[config.mk]
export PLATFORM = sky130hd
export DESIGN_NAME = period_meter_flat
export DESIGN_NICKNAME = d
export VERILOG_FILES = /design/src/rtl/period_meter_if.sv /design/src/rtl/period_meter.sv /design/src/flat_wrapper.sv
export SDC_FILE = /design/constraint.sdc
export NUM_CORES = 1
export LEC_CHECK = 0
export CORE_ASPECT_RATIO = 0.6
export CORE_MARGIN = 10
export CORE_UTILIZATION = 50
export CTS_BUF_LIST = sky130_fd_sc_hd__clkbuf_4
export CTS_CLUSTER_SIZE = 28
export DETAILED_ROUTE_END_ITERATION = 10
export GPL_TIMING_DRIVEN = 0
export PLACE_DENSITY = 0.73
export SLEW_MARGIN = 20
export SYNTH_ARGS = -nofsm -noshare
export SYNTH_HDL_FRONTEND = slang
export SYNTH_SLANG_ARGS = --single-unit
[constraint.sdc]
create_clock -name clk_in -period 2.2 [get_ports clk_in]
set_clock_uncertainty 0.05 [all_clocks]
set_input_delay 0.44 -clock clk_in [delete_from_list [all_inputs] [get_ports clk_in]]
set_output_delay 0.44 -clock clk_in [all_outputs]
set_load 0.02 [all_outputs]
[src/rtl/period_meter_if.sv]
`default_nettype none
// +--------------------------------------------------------------------------+
// | period_meter_if : measurement request / result bundle of period_meter    |
// | Rev 1.0                                                                  |
// +--------------------------------------------------------------------------+
interface period_meter_if #(
    parameter int CNT_WIDTH = 32
);
    logic                 sig_in;
    logic                 start;
    logic                 busy;
    logic                 valid;
    logic                 timeout;
    logic [CNT_WIDTH-1:0] period;
    logic [CNT_WIDTH-1:0] high_time;

    modport master (
        output sig_in,
        output start,
        input  busy,
        input  valid,
        input  timeout,
        input  period,
        input  high_time
    );

    modport slave (
        input  sig_in,
        input  start,
        output busy,
        output valid,
        output timeout,
        output period,
        output high_time
    );
endinterface
`default_nettype wire

[src/rtl/period_meter.sv]
`default_nettype none
// +--------------------------------------------------------------------------+
// | period_meter : single-shot period / high-time meter for a slow square wave|
// | Rev 1.0                                                                  |
// +--------------------------------------------------------------------------+
module period_meter #(
    parameter int CNT_WIDTH = 32,
    parameter int TIMEOUT   = 200000
) (
    input  logic          clk_in,
    input  logic          reset,
    period_meter_if.slave bus
);

    typedef enum logic [1:0] {
        ST_SETTLE  = 2'd0,
        ST_IDLE    = 2'd1,
        ST_ARM     = 2'd2,
        ST_MEASURE = 2'd3
    } state_t;

    localparam logic [1:0]           c_SETTLE_LAST = 2'd3;
    localparam logic [CNT_WIDTH-1:0] c_TCNT_LAST   = CNT_WIDTH'(TIMEOUT - 1);
    localparam logic [CNT_WIDTH-1:0] c_ONE         = CNT_WIDTH'(1);

    logic                 s1_q, s2_q, s3_q;
    state_t               state_q;
    logic [1:0]           settle_q;
    logic [CNT_WIDTH-1:0] cnt_q, hcnt_q, tcnt_q;
    logic [CNT_WIDTH-1:0] period_q, high_q;
    logic                 busy_q, valid_q, timeout_q;

    logic                 w_rise;
    logic                 w_tmo_hit;
    logic [CNT_WIDTH-1:0] tcnt_d, cnt_d, hcnt_d;

    // sig_in is asynchronous: two flops for metastability, a third for edge detect
    always_ff @(posedge clk_in or negedge reset) begin
        if (!reset) begin
            s1_q <= 1'b0;
            s2_q <= 1'b0;
            s3_q <= 1'b0;
        end else begin
            s1_q <= bus.sig_in;
            s2_q <= s1_q;
            s3_q <= s2_q;
        end
    end

    assign w_rise    = s2_q & ~s3_q;
    assign w_tmo_hit = (tcnt_q == c_TCNT_LAST) & ~w_rise;
    assign tcnt_d    = tcnt_q + c_ONE;
    assign cnt_d     = cnt_q + c_ONE;
    assign hcnt_d    = hcnt_q + {{(CNT_WIDTH-1){1'b0}}, s2_q};

    always_ff @(posedge clk_in or negedge reset) begin
        if (!reset) begin
            state_q   <= ST_SETTLE;
            settle_q  <= 2'd0;
            cnt_q     <= '0;
            hcnt_q    <= '0;
            tcnt_q    <= '0;
            period_q  <= '0;
            high_q    <= '0;
            busy_q    <= 1'b0;
            valid_q   <= 1'b0;
            timeout_q <= 1'b0;
        end else begin
            valid_q <= 1'b0;
            case (state_q)
                // Lets the synchronizer fill so a high sig_in at reset release is not seen as a rise
                ST_SETTLE: begin
                    if (settle_q == c_SETTLE_LAST) begin
                        busy_q  <= 1'b0;
                        state_q <= ST_IDLE;
                    end else begin
                        busy_q   <= 1'b1;
                        settle_q <= settle_q + 2'd1;
                    end
                end
                ST_IDLE: begin
                    if (bus.start) begin
                        timeout_q <= 1'b0;
                        tcnt_q    <= '0;
                        busy_q    <= 1'b1;
                        state_q   <= ST_ARM;
                    end
                end
                ST_ARM: begin
                    if (w_rise) begin
                        cnt_q   <= c_ONE;
                        hcnt_q  <= c_ONE;
                        tcnt_q  <= '0;
                        state_q <= ST_MEASURE;
                    end else if (w_tmo_hit) begin
                        period_q  <= '0;
                        high_q    <= '0;
                        timeout_q <= 1'b1;
                        valid_q   <= 1'b1;
                        busy_q    <= 1'b0;
                        state_q   <= ST_IDLE;
                    end else begin
                        tcnt_q <= tcnt_d;
                    end
                end
                ST_MEASURE: begin
                    if (w_rise) begin
                        period_q <= cnt_q;
                        high_q   <= hcnt_q;
                        valid_q  <= 1'b1;
                        busy_q   <= 1'b0;
                        state_q  <= ST_IDLE;
                    end else if (w_tmo_hit) begin
                        period_q  <= '0;
                        high_q    <= '0;
                        timeout_q <= 1'b1;
                        valid_q   <= 1'b1;
                        busy_q    <= 1'b0;
                        state_q   <= ST_IDLE;
                    end else begin
                        tcnt_q <= tcnt_d;
                        cnt_q  <= cnt_d;
                        hcnt_q <= hcnt_d;
                    end
                end
                default: state_q <= ST_SETTLE;
            endcase
        end
    end

    assign bus.busy      = busy_q;
    assign bus.valid     = valid_q;
    assign bus.timeout   = timeout_q;
    assign bus.period    = period_q;
    assign bus.high_time = high_q;

endmodule
`default_nettype wire
[src/flat_wrapper.sv]
// flat-port wrapper written by rule: the top's interface ports become plain ports
module period_meter_flat 
#(
    parameter int CNT_WIDTH = 32,
    parameter int TIMEOUT   = 200000
)
  (clk_in, reset, bus_sig_in, bus_start, bus_busy, bus_valid, bus_timeout, bus_period, bus_high_time);
  period_meter_if #(.CNT_WIDTH(CNT_WIDTH)) bus_i ();
  input  logic clk_in;
  input  logic reset;
  input wire logic [$bits(bus_i.sig_in)-1:0] bus_sig_in;
  input wire logic [$bits(bus_i.start)-1:0] bus_start;
  output wire logic [$bits(bus_i.busy)-1:0] bus_busy;
  output wire logic [$bits(bus_i.valid)-1:0] bus_valid;
  output wire logic [$bits(bus_i.timeout)-1:0] bus_timeout;
  output wire logic [$bits(bus_i.period)-1:0] bus_period;
  output wire logic [$bits(bus_i.high_time)-1:0] bus_high_time;
  assign bus_i.sig_in = bus_sig_in;
  assign bus_i.start = bus_start;
  assign bus_busy = bus_i.busy;
  assign bus_valid = bus_i.valid;
  assign bus_timeout = bus_i.timeout;
  assign bus_period = bus_i.period;
  assign bus_high_time = bus_i.high_time;
  period_meter #(.CNT_WIDTH(CNT_WIDTH), .TIMEOUT(TIMEOUT)) u_core (.clk_in(clk_in), .reset(reset), .bus(bus_i));
endmodule
[Word-level counts from Yosys, hierarchy flattened]
Cells that the tools add are included.
Word-level totals
  output and inout bits: 67
  bits of input ports: 4
  bits in registers: 170
  logic and storage cells: 87
Cells by class
  bitwise logic cells: 5
  reduce and logical (&&, ||, !) cells: 12
  multiplexer cells: 40
  add/sub/neg operators: 4
  equality and inequality tests: 13
Operators with widths (count)
  $mux 32: 15
  $pmux 32 s2: 4
  $pmux 32 s3: 1
  $add 32x1->32 const B: 2
  $add 32x1->32: 1
  $eq 32x18->1 const B: 1
  $mux 1: 11
  $mux 2: 5
  $ne 2x2->1 const B: 5
  $pmux 2 s4: 1
  $reduce_and 2->1: 4
  $reduce_and 4->1: 2
  $eq 2x2->1 const B: 3
  $ne 2x1->1 const B: 3
  $pmux 1 s2: 2
  $pmux 1 s4: 1
  $reduce_bool 2->1: 2
  $not 1->1: 3
  $reduce_and 3->1: 1
  $reduce_bool 3->1: 1
  $add 2x1->2 const B: 1
  $and 1x1->1: 2
  $eq 2x1->1 const B: 1
  $logic_not 2->1: 1
  $reduce_or 2->1: 1

[Logic depth before layout (Yosys ltp)]
Gate-level depths: netlist of the first run.
  depth after elaboration: 7
  gate-level depth with buffers: 10
  mapped depth without buffers: 7

[Worst setup path after synthesis of the first run]
OpenSTA, ideal clock, no wires.
  kind: reg2reg
  start: reg u_core.s2_q
  end: reg u_core.hcnt_q[26]
  stages on the path, launching flop included: 9
  slack: -255 ps
  required time: 2072 ps
  path buffers: 1
  setup time: 78 ps
  arrival time: 2327 ps
  path through: dfrtp_1 -> ha_1 -> ha_1 -> nand2_1 -> or3_1 -> buf_2 -> or4_4 -> or4_1 -> a21oi_1
On the way
  cells in the longest elaborated chain, start to end: 5
  elaborated cells between the ends (all ways): 11
  classes of those cells: add/sub: 1; eq/ne: 3; mux: 3; bitwise: 3; reduce/logical: 1
RTL lines
  from (decl): line period_meter.sv:26  | logic s1_q, s2_q, s3_q;
  from (signal assigned): line period_meter.sv:45  | s2_q <= s1_q;
  branches (longest 5 deep; another with $add 32x1->32)
  to (signal assigned): line period_meter.sv:92  | hcnt_q <= c_ONE;
  to (signal assigned): line period_meter.sv:123  | hcnt_q <= hcnt_d;
  to (decl): line period_meter.sv:29  | logic [CNT_WIDTH-1:0] cnt_q, hcnt_q, tcnt_q;
Several ways; the timed one is not identified. The select of a mux whose other input is x is not followed.
A chain may end at the register's enable or synchronous reset.

[Final worst setup path of the first run]
  start: reg u_core.tcnt_q[8]
  end: reg u_core.hcnt_q[19]
On the way
  cells in the longest elaborated chain, start to end: 4
RTL lines
  from (decl): line period_meter.sv:29
  from (signal assigned): line period_meter.sv:103  | tcnt_q <= tcnt_d;
  from (signal assigned): line period_meter.sv:121  | tcnt_q <= tcnt_d;
  $eq 32x18->1: line period_meter.sv:51  | assign w_tmo_hit = (tcnt_q == c_TCNT_LAST) & ~w_rise;
  $and 1x1->1: line period_meter.sv:51
  $ne 2x2->1 (no source line)
  $reduce_and 4->1 (no source line)
No other way between the ends.

==> results of run 1 <==
critical path: stages, from the launching register on:
cell     delay (ns)
dfrtp_1        0.55
nor4b_2        0.28
nand3_2        0.28
buf_6          0.23
nor4_4         0.34
buf_6          0.23
buf_12         0.17
buf_12         0.12
o31ai_2        0.07
a21oi_1        0.19
flip-flops by register name, summed over array words and instances (netlist names), 2 cells and up:
| name | flops |
|---|---|
| u_core.bus.high_time | 32 |
| u_core.bus.period | 32 |
| u_core.state_q | 2 |
| u_core.tcnt_q | 32 |
| u_core.settle_q | 2 |
| u_core.hcnt_q | 32 |
| u_core.cnt_q | 32 |
stage by stage:
step | worst slack (ns) | cells | instance area, µm² | util [%]
6_report | -0.419 | 1234 | 12700 | 78.6
5_1_grt | -0.430 | 1234 | 12700 | 78.6
4_1_cts | -0.247 | 1190 | 11100 | 68.6
3_5_place_dp | -0.845 | 1082 | 9310 | 57.6
3_3_place_gp | -6.40 | 1081 | 9270 | 57.4
2_1_floorplan | -0.169 | 802 | 8310 | -
final cells by class:
cell class                 count  area, µm²  share of cell area [%]
multi-input combinational    569       5150                    40.5
sequential                   170       4280                    33.6
timing repair buffer         200       2170                    17.1
buffer                        44        541                    4.25
tap                          209        262                    2.06
clock inverter                15        139                    1.09
clock buffer                  17        128                    1.00
inverter                      10       45.0                   0.354
final timing paths:
path                                          to  slack, ns  depth (start not counted)
max in group asynchronous      u_core.tcnt_q[16]       0.83                          3
max reg2reg                    u_core.hcnt_q[19]      -0.42                          9
min                                  u_core.s1_q       0.19                          1
min in group asynchronous  u_core.bus.period[17]       0.29                          2
min reg2reg                          u_core.s2_q       0.32                          0
max                            u_core.hcnt_q[19]      -0.42                          9
timing repair:
action,4_1_cts,5_1_grt
hold endpoints to repair,72,0
buffers inserted,70,52
gates resized for setup,210,308
hold buffers,1,0
setup endpoints to repair,164,163
gates cloned,8,8
pin swaps,60,137
per-layer routing:
metal | track usage, % | vias to the layer above
met4 | 6.17 | 0
met2 | 31.4 | 734
met1 | 36.2 | 4324
met3 | 7.50 | 202
met5 | 0 | -
li1 | - | 3511
power groups by stage:
stage               logic, mW  registers (mW)  clock network (mW)
global route             6.64            3.65                2.00
global placement         2.54            3.60                   0
detailed placement       2.59            3.60                   0
finish                   6.50            3.63                1.91
floorplan                1.56            3.63                   0
CTS                      4.45            3.54                1.82
cell families after synthesis:
logic type      after synthesis
flops                       170
fa+ha+maj                    10
mux                          16
simple gates                305
xor+xnor                      8
buf+inv                      64
compound gates              229
cell usage in the layout (no fill, tap or decap), types with 6 or more instances in the layout:
master           count
nor2_1              23
buf_12              15
dfrtp_2             18
inv_1                8
o31ai_2             11
o21ai_1             13
buf_8               21
nand3_2              9
ha_4                 7
mux2i_1             12
o31ai_4             18
dfrtp_1            152
or4_4               29
nand2_1             49
or3_4               10
a22o_1              63
or3_1               18
clkbuf_4            19
buf_6               41
o211ai_1             6
and4_1               7
nor4_4              12
and3_1              17
nand3_1             29
o21ai_2             14
buf_4               70
a21oi_1             28
clkdlybuf4s50_1     69
clkbuf_16            9
nand2b_1             7
o31ai_1             11
nor3_4              12
nand4_1             23
nor2_4               6
or4_1                9
a21oi_2             39
clkbuf_2             6
==> impl_metrics.py, run 1 <==
metrics = {
    "min_path": {
        "hp-class": "in -> reg",
        "min_from": "bus_sig_in",
    },
    "pwr": {
        "power_density_nw_per_um2": 948,
        "internal_power_mw": 6.94,
        "p_seq_share_pct": 30.2,
        "pwr-share-clk_pct": 15.8,
        "swShare_pct": 42.4,
        "total_power_mw": 12.0,
        "power_frac_comb_pct": 54.0,
        "peakVddDrop_uv": 747,
        "power_switching_mw": 5.11,
        "leakage_nw": 5.26,
    },
    "final_layout": {
        "drive_above_1_share_pct": 42.6,
        "fin_nets": 1026,
        "area_growth_syn_to_layout_pct": 54.6,
        "fillers": 835,
        "diodes": 0,
    },
    "route": {
        "wl_met3_um": 4960,
        "dr.pass1.iters": 7,
        "routed-wl-met2_um": 13900,
        "first_iter_violations": 1373,
        "detail-route-antenna-nets": 0,
        "totalWireLength_um": 34200,
        "viasPerCell": 7.11,
        "drcViolationCount": 0,
        "met1_length_um": 13500,
        "routed.top_layer": "met4",
        "vias": 8771,
        "wl_per_cell_um": 27.7,
    },
    "synth": {
        "synth_area_um2": 8220,
        "synthCells": 802,
        "synth-edff-count": 0,
        "ys_warn_count": 0,
        "synth_top_family_by_area": "simple AND/OR/NAND/NOR gates",
        "ys_seq_area_share_pct": 51.8,
        "async_reset_ff_share_pct": 100,
        "syn_avg_cell_area_um2": 10.2,
        "ys_types": 54,
        "synth_fp_nets": 816,
        "synth_commonest_cells": "170 x dfrtp_1, 69 x a21oi_1, 63 x a22o_1",
        "synthSimpleGateAreaFrac_pct": 21.3,
        "synth-main-ff-cell": "dfrtp_1",
        "yosysMostFrequentCell": "dfrtp_1",
        "synth_mux_area_share_pct": 2.01,
        "ys_ff_latch": 170,
        "synth-compound-area-share_pct": 19.2,
        "ys_top_cells_by_area": "dfrtp_1 52%, a22o_1 6.7%, a21oi_1 4.2%",
        "synth_xor_area_share_pct": 0.852,
        "synth_top_area_share_pct": 51.8,
        "synth_fa_ha_area_share_pct": 1.52,
        "yosysTopAreaCell": "dfrtp_1",
    },
    "sta": {
        "worst_slack_ns": -0.419,
        "drv_slew": 0,
        "finalCritPeriodShare_pct": 119,
        "worst_pin_slew_ns": 0.647,
        "hold_slack_ns": 0.186,
        "max_freq_mhz": 382,
        "grt_setup_unrepaired": "true",
        "setup_violations": 164,
        "relSlewSlack_pct": 56.5,
        "fin_crit_ns": 2.62,
        "hold_viol_final": 0,
        "finalSetupTns_ns": -33.47,
    },
    "cts": {
        "clk_pin_slew_worst_paths_ns": 0.17,
        "numCtsBuffers": 17,
        "root_buffer": "clkbuf_4",
        "insertion_delay_ns": 0.63,
        "htree_levels": 4,
        "cts_tree": "done",
        "cts.path.max_buffers": 2,
        "numClockSinks": 170,
    },
    "setup_path": {
        "cp-startpoint": "u_core.tcnt_q[8]",
        "crit_path_end_kind": "flip-flop",
        "arrival_ns": 3.11,
        "worstPathRequired_ns": 2.69,
        "path_class": "reg -> reg",
        "critPathLaunchType": "flip-flop",
        "r2r_start": "u_core.tcnt_q[8]",
        "worstPathMaxFanout": 8,
    },
    "floorplan": {
        "core_um2": 16200,
        "pin_count": 71,
        "initial_utilization_pct": 50.8,
        "die_x_um": 186,
        "die_y_um": 119,
        "rows": 36,
        "design.die.area_um2": 22100,
    },
    "place": {
        "place_hpwl_um": 16000,
        "portBuffers": 70,
        "routabilityCongestion": 0.909,
    },
    "global_route": {
        "grt_usage_pct": 23.8,
        "grt_pass1_vias": 7450,
        "gr-total-overflow": 0,
        "grt_max_degree": 99,
        "antenna_found_initial": 1,
        "grt_pass1_wl_um": 41900,
    },
    "job": {
        "maxCapViolCount": 0,
    },
    "outcome": {
        "outcome": "finished with violations",
        "violations": "negative setup slack",
    },
}
Power figures use the tool's default switching activity.
==> run 2, diff against run 1 <==
--- a/config.mk
+++ b/config.mk
@@ -11,7 +11,6 @@
 export CTS_BUF_LIST = sky130_fd_sc_hd__clkbuf_4
 export CTS_CLUSTER_SIZE = 28
 export DETAILED_ROUTE_END_ITERATION = 10
-export GPL_TIMING_DRIVEN = 0
 export PLACE_DENSITY = 0.73
 export SLEW_MARGIN = 20
 export SYNTH_ARGS = -nofsm -noshare
==> run 2 against run 1 <==
Net effect: the run still ends with negative setup slack left; combinational power is 32% lower; final area is 11% lower; die area stayed put; routed wire length is 24% lower; total power is 19% lower; maximum frequency is 17% higher; count of clock-buffer cells in the layout stayed put; critical path depth stayed put; register-to-register slack better by 0.37 ns; first-iteration DRC count is 34% lower; utilization is 9.0 points lower; critical endpoint is now u_core.hcnt_q[11].
==> impl_metrics.py, run 2 (synthesized netlist as in run 1, its figures left out) <==
metrics = {
    "setup_path": {
        "reg2regPathDepth": 9,
        "path_class": "reg -> reg",
        "worstPathRequired_ns": 2.68,
        "r2r_start": "u_core.state_q[1]",
        "cp_num_cells": 9,
        "critPathTopFamily": "simple AND/OR/NAND/NOR gates",
        "max_stage_delay_ns": 0.49,
        "reg2reg_to": "u_core.hcnt_q[11]",
        "cp.buffers_inverters": 4,
        "crit_top_cell": "buf_12",
        "slowest_stage": "dfrtp_2",
        "r2r_slack_ns": -0.05,
        "critPathLaunchType": "flip-flop",
        "arrival_ns": 2.72,
        "crit_path_end_kind": "flip-flop",
        "path_cells": "buf_6 > ha_4 > nor2b_4 > o311ai_4 > buf_12 > buf_12 > buf_12 > or4_4 > a21oi_2",
        "worstPathMaxFanout": 5,
    },
    "global_route": {
        "antenna_found_initial": 0,
        "grt_max_degree": 48,
        "grt_pass1_wl_um": 39700,
        "grt_pass1_vias": 7369,
        "gr-total-overflow": 0,
        "grt_usage_pct": 22.3,
    },
    "route": {
        "wl_per_cell_um": 21.5,
        "drcViolationCount": 0,
        "viasPerCell": 6.39,
        "first_iter_violations": 911,
        "totalWireLength_um": 26000,
        "dr.pass1.iters": 5,
        "vias": 7719,
        "detail-route-antenna-nets": 0,
    },
    "floorplan": {
        "core_um2": 16200,
        "design.die.area_um2": 22100,
        "die_x_um": 186,
        "initial_utilization_pct": 50.8,
        "die_y_um": 119,
        "pin_count": 71,
        "rows": 36,
    },
    "cts": {
        "cts.path.max_buffers": 2,
        "htree_levels": 4,
        "clk_pin_slew_worst_paths_ns": 0.14,
        "numCtsBuffers": 17,
        "cts_tree": "done",
        "insertion_delay_ns": 0.60,
        "root_buffer": "clkbuf_4",
        "numClockSinks": 170,
    },
    "sta": {
        "hold_viol_final": 0,
        "hold_slack_ns": 0.287,
        "fin_crit_ns": 2.25,
        "worst_pin_slew_ns": 0.658,
        "max_freq_mhz": 445,
        "finalCritPeriodShare_pct": 102,
        "drv_slew": 0,
        "relSlewSlack_pct": 55.8,
        "worst_slack_ns": -0.0468,
        "grt_setup_unrepaired": "true",
        "setup_violations": 59,
    },
    "final_layout": {
        "final_common_cell": "dfrtp_1",
        "area_growth_syn_to_layout_pct": 37.0,
        "multi_input_area_um2": 4230,
        "regArea_um2": 4260,
        "layout_common_cells": "166 x dfrtp_1, 111 x buf_4, 69 x clkdlybuf4s50_1, 63 x a22o_1",
        "final_cells": 1208,
        "drive_above_1_share_pct": 28.9,
        "diodes": 0,
        "fillers": 1126,
        "fin_area_um2": 11300,
        "fin_nets": 1002,
    },
    "place": {
        "routabilityCongestion": 0.913,
        "dpl-instance-area_um2": 10100,
        "placed_cells": 1144,
        "portBuffers": 70,
        "place_hpwl_um": 16900,
    },
    "pwr": {
        "leakage_nw": 4.75,
        "peakVddDrop_uv": 615,
        "total_power_mw": 9.74,
        "power_density_nw_per_um2": 865,
    },
    "job": {
        "maxCapViolCount": 0,
    },
    "min_path": {
        "hp-class": "in -> async",
    },
    "outcome": {
        "violations": "negative setup slack",
        "outcome": "finished with violations",
    },
}
-- run 2: cell count changes in the layout (fill, tap and decap cells not counted), moves of 9 or more --
| cell | change |
|---|---|
| buf_4 | +41 |
| a21oi_1 | +27 |
| a21oi_2 | -26 |
| o31ai_1 | +25 |
| buf_6 | -24 |
| buf_8 | -21 |
| o21ai_0 | +17 |
| o31ai_4 | -17 |
| or4_1 | +17 |
| or4_4 | -17 |
| dfrtp_1 | +14 |
| dfrtp_2 | -14 |
| nor3_4 | -11 |
| o21ai_2 | -9 |
-- run 2: stage by stage --
stage	setup TNS [ns]	utilization [%]	worst slack (ns)
4_1_cts	-0.0990	66.4	-0.0532
2_1_floorplan	-0.245	-	-0.169
3_3_place_gp	-3.08	62.4	-0.134
5_1_grt	-6.67	69.6	-0.108
3_5_place_dp	-3.78	62.4	-0.159
6_report	-1.06	69.6	-0.0468
-- run 2: timing repair --
item                                    in CTS  in global routing
cloned                                       3                  7
hold buffers                                 1                  0
buffers inserted                            15                 12
pin swaps                                   22                 43
endpoints found under the setup margin      83                161
endpoints found under the hold margin       42                  0
resized for setup                           36                 94
-- run 2: worst max-delay path by stage --
stage	startpoint	slack (ns)	end
after floorplan	u_core.s2_q	-0.17	u_core.hcnt_q[26]
after global placement	u_core.tcnt_q[9]	-0.13	u_core.hcnt_q[0]
after detailed placement	bus_start	-0.16	u_core.tcnt_q[8]
after CTS	u_core.hcnt_q[0]	-0.05	u_core.hcnt_q[26]
after global routing	u_core.state_q[1]	-0.11	u_core.hcnt_q[11]
final	u_core.state_q[1]	-0.05	u_core.hcnt_q[11]
-- run 2: cell type report --
cell class	instances	share of cell area, %
clock buffer	17	1.13
sequential	170	37.8
timing repair buffer	221	19.6
clock inverter	13	1.17
multi-input combinational	568	37.6
inverter	10	0.378
tap	209	2.32
-- run 2: routing by layer --
metal / track usage (%) / part of all wire (%) / vias up / wire [µm]
li1: - / - / 3441 / -
met1: 33.4 / 46 / 3833 / 11800
met2: 30.5 / 42 / 404 / 11000
met3: 5.71 / 11 / 41 / 2770
met4: 7.13 / 1.5 / 0 / 378
met5: 0 / 0 / - / 0
-- run 2: report_power, final --
group | leakage, nW | switching (mW) | internal, mW
Sequential | 2.33 | 0.194 | 3.32
Combinational | 2.30 | 2.34 | 2.09
Clock | 0.133 | 1.14 | 0.650
